<file path="src/rtl/tm_rs_pkg.sv">
// Shared constants and GF(2^8) helpers for the CCSDS TM Reed-Solomon encoder.
// Field x^8+x^7+x^2+x+1; generator roots alpha^(11*(128-TT+j)), j=0..2TT-1.
package tm_rs_pkg;

  localparam logic [8:0] FIELD_POLY = 9'h187;

  typedef enum logic [1:0] {IDLE, DATA, PARITY} rs_state_e;

  // Multiply by a constant; with c constant this reduces to an XOR network.
  function automatic logic [7:0] gf_cmul(logic [7:0] a, logic [7:0] c);
    logic [7:0] p, s;
    p = '0;
    s = a;
    for (int i = 0; i < 8; i++) begin
      if (c[i]) p ^= s;
      s = {s[6:0], 1'b0} ^ (s[7] ? FIELD_POLY[7:0] : 8'h00);
    end
    return p;
  endfunction

  function automatic logic [7:0] gf_pow(int e);
    logic [7:0] r;
    r = 8'h01;
    for (int i = 0; i < e % 255; i++) r = gf_cmul(r, 8'h02);
    return r;
  endfunction

  // Monic generator, returned without its leading x^2TT term.
  function automatic logic [31:0][7:0] gen_poly(int tt);
    logic [32:0][7:0] g;
    logic [7:0] r, step;
    g = '0;
    g[0] = 8'h01;
    r = gf_pow(11 * (128 - tt));
    step = gf_pow(11);
    for (int j = 0; j < 2 * tt; j++) begin
      for (int d = 2 * tt; d > 0; d--) g[d] = g[d-1] ^ gf_cmul(g[d], r);
      g[0] = gf_cmul(g[0], r);
      r = gf_cmul(r, step);
    end
    return g[31:0];
  endfunction

  localparam logic [15:0][7:0] G8  = 128'(gen_poly(8));
  localparam logic [31:0][7:0] G16 = gen_poly(16);

  function automatic logic gf_trace(logic [7:0] a);
    logic [7:0] t, acc;
    t = a;
    acc = a;
    for (int i = 1; i < 8; i++) begin
      t = gf_cmul(t, t);
      acc ^= t;
    end
    return acc[0];
  endfunction

  // Row r of a matrix is the mask of input bits XORed into output bit r.
  function automatic logic [7:0] mat_apply(logic [7:0][7:0] m, logic [7:0] x);
    logic [7:0] y;
    for (int r = 0; r < 8; r++) y[r] = ^(m[r] & x);
    return y;
  endfunction

  // Berlekamp coordinate k = Tr(x * alpha^(117k)).
  function automatic logic [7:0][7:0] mk_to_dual();
    logic [7:0][7:0] m;
    logic [7:0] b, beta;
    m = '0;
    b = 8'h01;
    beta = gf_pow(117);
    for (int r = 0; r < 8; r++) begin
      for (int c = 0; c < 8; c++) m[r][c] = gf_trace(gf_cmul(8'(1 << c), b));
      b = gf_cmul(b, beta);
    end
    return m;
  endfunction

  function automatic logic [7:0][7:0] mk_from_dual(logic [7:0][7:0] td);
    logic [7:0][7:0] m;
    logic [7:0] xv;
    m = '0;
    for (int x = 0; x < 256; x++) begin
      xv = 8'(x);
      for (int b = 0; b < 8; b++)
        if (mat_apply(td, xv) == 8'(1 << b))
          for (int r = 0; r < 8; r++) m[r][b] = xv[r];
    end
    return m;
  endfunction

  localparam logic [7:0][7:0] TO_DUAL   = mk_to_dual();
  localparam logic [7:0][7:0] FROM_DUAL = mk_from_dual(TO_DUAL);

endpackage

</file>
<file path="src/rtl/tm_rs_parity_ring.sv">
// Ring of IDEPTH parity banks sharing one set of 2TT constant multipliers.
// Bank 0 is always the active lane; every step rotates the ring by one bank.
module tm_rs_parity_ring
  import tm_rs_pkg::*;
#(
  parameter int TT     = 16,
  parameter int IDEPTH = 1
) (
  input  logic       clk,
  input  logic       rst,
  input  logic       clr,
  input  logic       data_step,
  input  logic       par_step,
  input  logic [7:0] din,
  output logic [7:0] par_sym
);
  localparam int NP = 2 * TT;
  localparam logic [31:0][7:0] GEN = (TT == 8) ? {128'h0, G8} : G16;

  logic [IDEPTH-1:0][NP-1:0][7:0] bank, base, bank_nxt;
  logic [NP-1:0][7:0] b0_nxt;
  logic [7:0] fb;

  // clr arrives together with the first data step, so that step sees empty banks.
  assign base    = clr ? '0 : bank;
  assign fb      = din ^ base[0][NP-1];
  assign par_sym = bank[0][NP-1];

  always_comb begin
    b0_nxt = '0;
    if (data_step) begin
      b0_nxt[0] = gf_cmul(fb, GEN[0]);
      for (int k = 1; k < NP; k++) b0_nxt[k] = base[0][k-1] ^ gf_cmul(fb, GEN[k]);
    end else begin
      for (int k = 1; k < NP; k++) b0_nxt[k] = base[0][k-1];
    end
  end

  always_comb begin
    bank_nxt = base;
    for (int i = 0; i < IDEPTH - 1; i++) bank_nxt[i] = base[i+1];
    bank_nxt[IDEPTH-1] = b0_nxt;
  end

  always_ff @(posedge clk) begin
    if (rst)                        bank <= '0;
    else if (data_step || par_step) bank <= bank_nxt;
  end

endmodule

</file>
<file path="src/rtl/tm_rs_interleave_enc.sv">
// CCSDS TM RS encoder top: FSM, counters, registered outputs, optional basis conversion.
// Define TM_RSENC_DUALBASIS_EN for dual-basis (Berlekamp) DATAINP/CODEOUTP.
module tm_rs_interleave_enc
  import tm_rs_pkg::*;
#(
  parameter int TT     = 16,
  parameter int IDEPTH = 1,
  parameter int NN     = 255
) (
  input  logic       clk,
  input  logic       rst,
  input  logic       clken,
  input  logic       start,
  input  logic [7:0] vfill,
  input  logic [7:0] datainp,
  output logic [7:0] codeoutp,
  output logic       rdy,
  output logic       rfs,
  output logic       rfd
);
  localparam int NP   = 2 * TT;
  localparam int KMAX = NN - NP;
  localparam int CW   = 11;
  localparam logic [CW-1:0] P_LAST = CW'(IDEPTH * NP - 1);

  rs_state_e     state;
  logic [CW-1:0] sym_cnt, d_last, par_cnt, k_calc, d_calc;
  logic [7:0]    vf_clamp, din_conv, par_sym, par_out;
  logic          take, data_step, par_step;

  assign vf_clamp  = (vfill > 8'(KMAX - 1)) ? 8'(KMAX - 1) : vfill;
  assign k_calc    = CW'(KMAX) - CW'(vf_clamp);
  assign d_calc    = CW'(IDEPTH) * k_calc - CW'(1);
  assign take      = clken && start && (state == IDLE);
  assign data_step = take || (clken && (state == DATA));
  assign par_step  = clken && (state == PARITY);

`ifdef TM_RSENC_DUALBASIS_EN
  assign din_conv = mat_apply(FROM_DUAL, datainp);
  assign par_out  = mat_apply(TO_DUAL, par_sym);
`else
  assign din_conv = datainp;
  assign par_out  = par_sym;
`endif

  tm_rs_parity_ring #(.TT(TT), .IDEPTH(IDEPTH)) u_ring (
    .clk       (clk),
    .rst       (rst),
    .clr       (take),
    .data_step (data_step),
    .par_step  (par_step),
    .din       (din_conv),
    .par_sym   (par_sym)
  );

  always_ff @(posedge clk) begin
    if (rst) begin
      state    <= IDLE;
      codeoutp <= '0;
      rdy      <= 1'b0;
      rfs      <= 1'b1;
      rfd      <= 1'b0;
      sym_cnt  <= '0;
      d_last   <= '0;
      par_cnt  <= '0;
    end else if (clken) begin
      rdy <= 1'b0;
      unique case (state)
        IDLE: if (start) begin
          codeoutp <= datainp;
          rdy      <= 1'b1;
          rfs      <= 1'b0;
          d_last   <= d_calc;
          sym_cnt  <= CW'(1);
          par_cnt  <= '0;
          if (d_calc == '0) state <= PARITY;
          else begin
            state <= DATA;
            rfd   <= 1'b1;
          end
        end
        DATA: begin
          codeoutp <= datainp;
          rdy      <= 1'b1;
          sym_cnt  <= sym_cnt + CW'(1);
          if (sym_cnt == d_last) begin
            state <= PARITY;
            rfd   <= 1'b0;
          end
        end
        PARITY: begin
          codeoutp <= par_out;
          rdy      <= 1'b1;
          par_cnt  <= par_cnt + CW'(1);
          if (par_cnt == P_LAST) begin
            state <= IDLE;
            rfs   <= 1'b1;
          end
        end
        default: state <= IDLE;
      endcase
    end
  end

endmodule

</file>
<file path="config.mk">
export PLATFORM = sky130hd
export DESIGN_NAME = tm_rs_interleave_enc
export DESIGN_NICKNAME = d
export VERILOG_FILES = /design/src/rtl/tm_rs_pkg.sv /design/src/rtl/tm_rs_parity_ring.sv /design/src/rtl/tm_rs_interleave_enc.sv
export SDC_FILE = /design/constraint.sdc
export NUM_CORES = 1
export LEC_CHECK = 0
export CORE_ASPECT_RATIO = 0.75
export CORE_MARGIN = 4
export CORE_UTILIZATION = 34
export DETAILED_ROUTE_END_ITERATION = 8
export PLACE_DENSITY = 0.46
export SYNTH_ARGS = -nofsm -noshare
export SYNTH_HDL_FRONTEND = slang
export SYNTH_SLANG_ARGS = --single-unit
</file>
<file path="constraint.sdc">
create_clock -name clk -period 4.9 [get_ports clk]
set_input_delay 0.98 -clock clk [delete_from_list [all_inputs] [get_ports clk]]
set_output_delay 0.98 -clock clk [all_outputs]
set_load 0.02 [all_outputs]
</file>
# --- After elaboration in Yosys (flattened, before gate mapping) ---
# Cells that the tools add are included.
op_classes:
  order_cmp: 1
  reduce_logical: 19
  eq_ne: 8
  add_sub_neg: 4
  mux: 66
  bitwise_logic: 69
ops:
  columns: ["op", "n"]
  rows:
  - ["XOR 8 bit", 69]
  - ["2-to-1 mux 8 bit", 45]
  - ["2-to-1 mux 256 bit", 1]
  - ["2-to-1 mux 248 bit", 1]
  - ["case mux 11 bit (2 select lines)", 2]
  - ["case mux 8 bit (3 select lines)", 1]
  - ["adder 11 x 1 -> 11 bit (second input constant)", 2]
  - ["2-to-1 mux 11 bit", 2]
  - ["AND reduction 3 bit", 4]
  - ["equality test 11 bit", 1]
  - ["equality test 11 x 5 -> 1 bit (second input constant)", 1]
  - ["logical NOT 11 bit", 1]
  - ["subtractor 9 x 2 -> 10 bit (second input constant)", 1]
  - ["subtractor 8 x 8 -> 9 bit (first input constant)", 1]
  - ["greater-than comparator 8 bit (second input constant)", 1]
  - ["2-to-1 mux 2 bit", 4]
  - ["AND reduction 4 bit", 2]
  - ["2-to-1 mux 1 bit", 6]
  - ["case mux 1 bit (2 select lines)", 3]
  - ["case mux 2 bit (3 select lines)", 1]
  - ["AND reduction 5 bit", 1]
  - ["logical AND 1 bit", 4]
  - ["inequality test 2 x 1 -> 1 bit (second input constant)", 2]
  - ["inequality test 2 bit (second input constant)", 2]
  - ["7 further kinds", 9]
word_totals:
  word_cells: 207
  in_bits: 20
  reg_bits: 302
  output_inout_bits: 11

# --- Longest topological paths before layout ---
depth:
  ltp_word: 22
  ltp_mapped: 13

# --- Modules after synthesis ---
# From an unflattened synthesis, not the netlist that was laid out.
hier_totals:
  cells_unflattened: 2020
  area_unflattened_um2: 16468.3
by_module_without_submodules:
  columns: ["mod", "cells_each", "seq_area_each_um2", "n_inst", "area_per_inst_um2"]
  rows:
  - ["tm_rs_parity_ring", 1727, 5124.9, 1, 14028.5]
  - ["tm_rs_interleave_enc", 293, 900.9, 1, 2439.8]

# --- Worst setup path after synthesis ---
# OpenSTA, ideal clock, no wires.
synth_path:
  path_kind: "input-to-reg"
  start: "input port start"
  end: "register u_ring.bank, in the netlist u_ring.par_sym[0]"
  required_time_ns: 4.797
  setup_slack_ns: 1.474
  stages: 9
  path_buffers: 2
  setup_ns: 0.103
  t_arrival_ns: 3.323
  path_cell_list: "buf_6 > and2_1 > buf_6 > a221oi_4 > xnor3_2 > xor2_1 > xnor2_1 > nand2b_1 > a2111oi_2"
synth_via:
  elab_chain_len: 20
  elab_cells_between_ends: 29
synth_lines:
  columns: ["element", "line", "text"]
  rows:
  - ["start: declaration", "tm_rs_interleave_enc.sv:13", "input logic start,"]
  - ["logical AND 1 bit (*) (2 in series)", "tm_rs_interleave_enc.sv:34", "assign take = clken && start && (state == IDLE);"]
  - ["2-to-1 mux 256 bit", "tm_rs_parity_ring.sv:25", "assign base = clr ? '0 : bank;"]
  - ["XOR 8 bit", "tm_rs_parity_ring.sv:26", "assign fb = din ^ base[0][NP-1];"]
  - ["2-to-1 mux 8 bit", "tm_rs_pkg.sv:16", "s = {s[6:0], 1'b0} ^ (s[7] ? FIELD_POLY[7:0] : 8'h00);"]
  - ["XOR 8 bit", "tm_rs_pkg.sv:16", null]
  - ["2-to-1 mux 8 bit", "tm_rs_pkg.sv:16", null]
  - ["XOR 8 bit", "tm_rs_pkg.sv:16", null]
  - ["2-to-1 mux 8 bit", "tm_rs_pkg.sv:16", null]
  - ["[3 not listed]", null, null]
  - ["2-to-1 mux 8 bit", "tm_rs_pkg.sv:16", null]
  - ["XOR 8 bit", "tm_rs_pkg.sv:16", null]
  - ["2-to-1 mux 8 bit", null, null]
  - ["XOR 8 bit", null, null]
  - ["XOR 8 bit", "tm_rs_pkg.sv:15", "if (c[i]) p ^= s;"]
  - ["2-to-1 mux 8 bit", "tm_rs_parity_ring.sv:31", "if (data_step) begin"]
  - ["XOR 8 bit", "tm_rs_parity_ring.sv:33", "for (int k = 1; k < NP; k++) b0_nxt[k] = base[0][k-1] ^ gf_cmul(fb, GEN[k]);"]
  - ["2-to-1 mux 248 bit", "tm_rs_parity_ring.sv:31", null]
  - ["end signal: assignment", "tm_rs_parity_ring.sv:47", "else if (data_step || par_step) bank <= bank_nxt;"]
  - ["end: declaration", "tm_rs_parity_ring.sv:20", "logic [IDEPTH-1:0][NP-1:0][7:0] bank, base, bank_nxt;"]
# Mark *: on every way between the ends. The rest lies on a longest branch, timed or not. The select of a mux whose other input is x is not followed.
# A chain may end at the register's enable or synchronous reset.

# --- Worst setup path in the final report ---
layout_path:
  start: "input port start"
  end: "register u_ring.bank[92] (netlist name)"
layout_via:
  elab_chain_len: 16
  elab_cells_between_ends: 21
layout_lines:
  columns: ["element", "line"]
  rows:
  - ["logical AND 1 bit (*) (2 in series)", "tm_rs_interleave_enc.sv:34"]
  - ["2-to-1 mux 256 bit", "tm_rs_parity_ring.sv:25"]
  - ["XOR 8 bit", "tm_rs_parity_ring.sv:26"]
  - ["2-to-1 mux 8 bit", "tm_rs_pkg.sv:16"]
  - ["XOR 8 bit", "tm_rs_pkg.sv:16"]
  - ["2-to-1 mux 8 bit", "tm_rs_pkg.sv:16"]
  - ["XOR 8 bit", "tm_rs_pkg.sv:16"]
  - ["2-to-1 mux 8 bit", "tm_rs_pkg.sv:16"]
  - ["XOR 8 bit (3 in series)", "tm_rs_pkg.sv:16"]
  - ["XOR 8 bit", "tm_rs_pkg.sv:15"]
  - ["2-to-1 mux 8 bit", "tm_rs_parity_ring.sv:31"]
  - ["XOR 8 bit", "tm_rs_parity_ring.sv:33"]
  - ["2-to-1 mux 248 bit", "tm_rs_parity_ring.sv:31"]
# Marks and branches as above.

==> flow_summary.toml <==
[run_status]
status = "finished, final reports clean"

[logic_synthesis]
synth_cell_types = 59
synth_seq_cells = 301
synth_edf_count = 0
yosys.area_share.adder = 0.007616
synth_fp_nets = 1987
synth_xor_area_frac = 0.2199
synth_compound_area_frac = 0.1509
synth_top_family_by_area = "XOR/XNOR gates"
synth_area_sq_um = 16430
ys_seq_area_frac = 0.3668
syn_avg_cell_area_sq_um = 8.395
synthArstFlopShare = 0
synthMuxAreaShare = 0.02254
synthSimpleGateAreaFrac = 0.1916
ys.warnings.count = 0
synth_cells = 1957
synthFlopType = "dfxtp_1"

[drt]
ant_nets = 0
wl_per_cell_um = 17.78
routed_via_density = 5.005
wirelength_um = 45910
first_pass_iters = 5
vias = 12920
drc = 0
drt_iter0_markers = 904

[power]
p_per_area_nw_per_um2 = 532.9
power_frac_comb = 0.422
clkPwrFrac = 0.262
switching_share = 0.3685
p_seq_frac = 0.316
leakage_nw = 6.897
p_switching_mw = 3.644
peakVddDrop_v = 0.0002749
p_int_mw = 6.245

[worst_hold_path]
hp-class = "register to register"

[layout]
fin_area_sq_um = 18560
drive_gt1_frac = 0.06540
layout_common_cells = "nand2_1 (350), dfxtp_1 (301), nor2_1 (295)"
post-route-util = 0.3901
syn2layout_area_growth_pct = 12.95
layout_commonest_cell = "nand2_1"
final_nets = 1950

[clock_tree]
cts-hold-fix-buffers = 0
path_clk_slew_ps = 70
root_buffer = "clkbuf_16"
cts.path.max_buffers = 3
cts_setup_buffers = 0
htree_levels = 2
worst_skew_pair.late_latency_ps = 530
cts_resized = 0
cts_tree = "done"
cts.sinks = 301
cts_made_buffers = 34

[critical_path]
end_kind = "register"
critPathKind = "input pin to register"
crit_required_ps = 5320
crit_arrival_ps = 4390
crit_fanout = 10
startpoint_type = "input pin"

[die]
start_util = 0.3454
rows = 69
dieArea_sq_um = 51940
core_sq_um = 47570
die_w_um = 261.8
io-pin-count = 31
die_h_um = 198.4

[global_routing]
grt_pass1_wl_um = 73280
grt_max_degree = 223
grt_pass1_vias = 12330
antenna_found_initial = 0
grt.total_usage = 0.1777
overflow = 0

[timing]
maxSlewHeadroom = 0.3125
final.setup_skew_ps = 13.90
slew_viol_final = 0
max_freq_mhz = 252.2
finalSetupViolCount = 0
post-route-period-util = 0.8093
rsz0062_at_grt = "false"
hold_viol = 0
tns_ps = 0
worstMarginPinSlew_ps = 1029
period_needed_ps = 3966
fin_ws_ps = 934.4

[placed_design]
routabilityCongestion = 0.8097
pre_cts_slack_ps = 462.2
dp_hpwl_um = 30870
place_area_sq_um = 17440
numPortBuffers = 30

[flow_run]
drv_cap = 0
-- power by group through the flow --
| stage | registers [mW] | clock network (mW) | logic [mW] |
|---|---|---|---|
| after floorplan | 3.11 | 0 | 3.08 |
| after global placement | 3.16 | 0 | 4.16 |
| after detailed placement | 3.17 | 0 | 4.17 |
| after CTS | 3.12 | 2.67 | 4.20 |
| after global routing | 3.17 | 2.78 | 4.56 |
| final | 3.12 | 2.59 | 4.18 |
-- logic make-up after synthesis --
group	count (synthesis)
xor gates and xnor gates	329
muxes	37
adders and majority gates	10
buffers and inverters	166
and+or+nand+nor	768
DFF	301
AOI/OAI and AO/OA	346
-- worst max-delay path, cell delays in order --
cell	delay (ps)
clkdlybuf4s50_1	690
and3_1	450
buf_4	210
o211a_1	340
buf_4	270
xnor3_1	440
xnor2_1	250
nand2_1	220
xnor2_1	230
a211oi_1	290
-- Yosys cell counts (7+ instances only) --
| master | n | area, sq um |
|---|---|---|
| nor3_1 | 20 | 100.1 |
| buf_1 | 12 | 45.04 |
| nand2b_1 | 19 | 118.9 |
| and3_1 | 7 | 43.79 |
| a31oi_1 | 8 | 50.05 |
| a21o_1 | 7 | 52.55 |
| nor2_1 | 295 | 1107 |
| clkbuf_1 | 129 | 484.2 |
| nand2_1 | 350 | 1314 |
| a21oi_1 | 66 | 330.3 |
| buf_2 | 12 | 60.06 |
| ha_1 | 10 | 125.1 |
| xnor3_1 | 40 | 900.9 |
| o21ai_0 | 10 | 50.05 |
| and2_1 | 14 | 87.58 |
| mux2i_1 | 37 | 370.4 |
| xnor2_2 | 7 | 113.9 |
| nand3_1 | 23 | 115.1 |
| a211oi_1 | 205 | 1539 |
| xnor2_1 | 183 | 1603 |
| inv_1 | 8 | 30.03 |
| xor2_1 | 91 | 797.0 |
| nand4_1 | 17 | 106.4 |
| dfxtp_1 | 301 | 6026 |
-- metal layers --
| layer | up-vias | wire (um) | GRT usage |
|---|---|---|---|
| li1 | 6561 | - | - |
| met1 | 6120 | 25150 | 0.2873 |
| met2 | 202 | 18400 | 0.2492 |
| met3 | 41 | 1847 | 0.02800 |
| met4 | 0 | 508 | 0.02787 |
| met5 | - | 0 | 0 |
-- flip-flops by register name, summed over array words and instances (netlist names) --
name	count
codeoutp	8
d_last	10
par_cnt	11
rdy	1
rfd	1
rfs	1
state	2
sym_cnt	11
u_ring.bank	248
u_ring.par_sym	8
-- final timing paths --
| kind | start | endpoint | slack, ps | cells after the start |
|---|---|---|---|---|
| max | start | u_ring.bank[92] | 930 | 10 |
| min | u_ring.bank[121] | u_ring.bank[121] | 450 | 2 |
| max reg2reg | state[0] | u_ring.bank[92] | 1240 | 11 |
| min reg2reg | u_ring.bank[121] | u_ring.bank[121] | 450 | 2 |
-- final cells by class --
class	instances	area [sq um]
Fill cell	4852	29010
Multi-Input combinational cell	1490	9771
Sequential cell	301	6026
Clock buffer	57	1081
Timing Repair Buffer	85	818.3
Tap cell	639	799.5
Clock inverter	1	30.03
Inverter	8	30.03
Antenna cell	1	2.502
-- through the flow --
| step | hold WS [ps] | power, mW | std cells |
|---|---|---|---|
| 2_1_floorplan | 432.2 | 6.194 | 1957 |
| 3_3_place_gp | 442.4 | 7.322 | 2523 |
| 3_5_place_dp | 446.1 | 7.337 | 2523 |
| 4_1_cts | 458.2 | 9.992 | 2581 |
| 5_1_grt | 475.9 | 10.51 | 2581 |
| 6_report | 454.0 | 9.890 | 2582 |
Power figures use the tool's default switching activity.
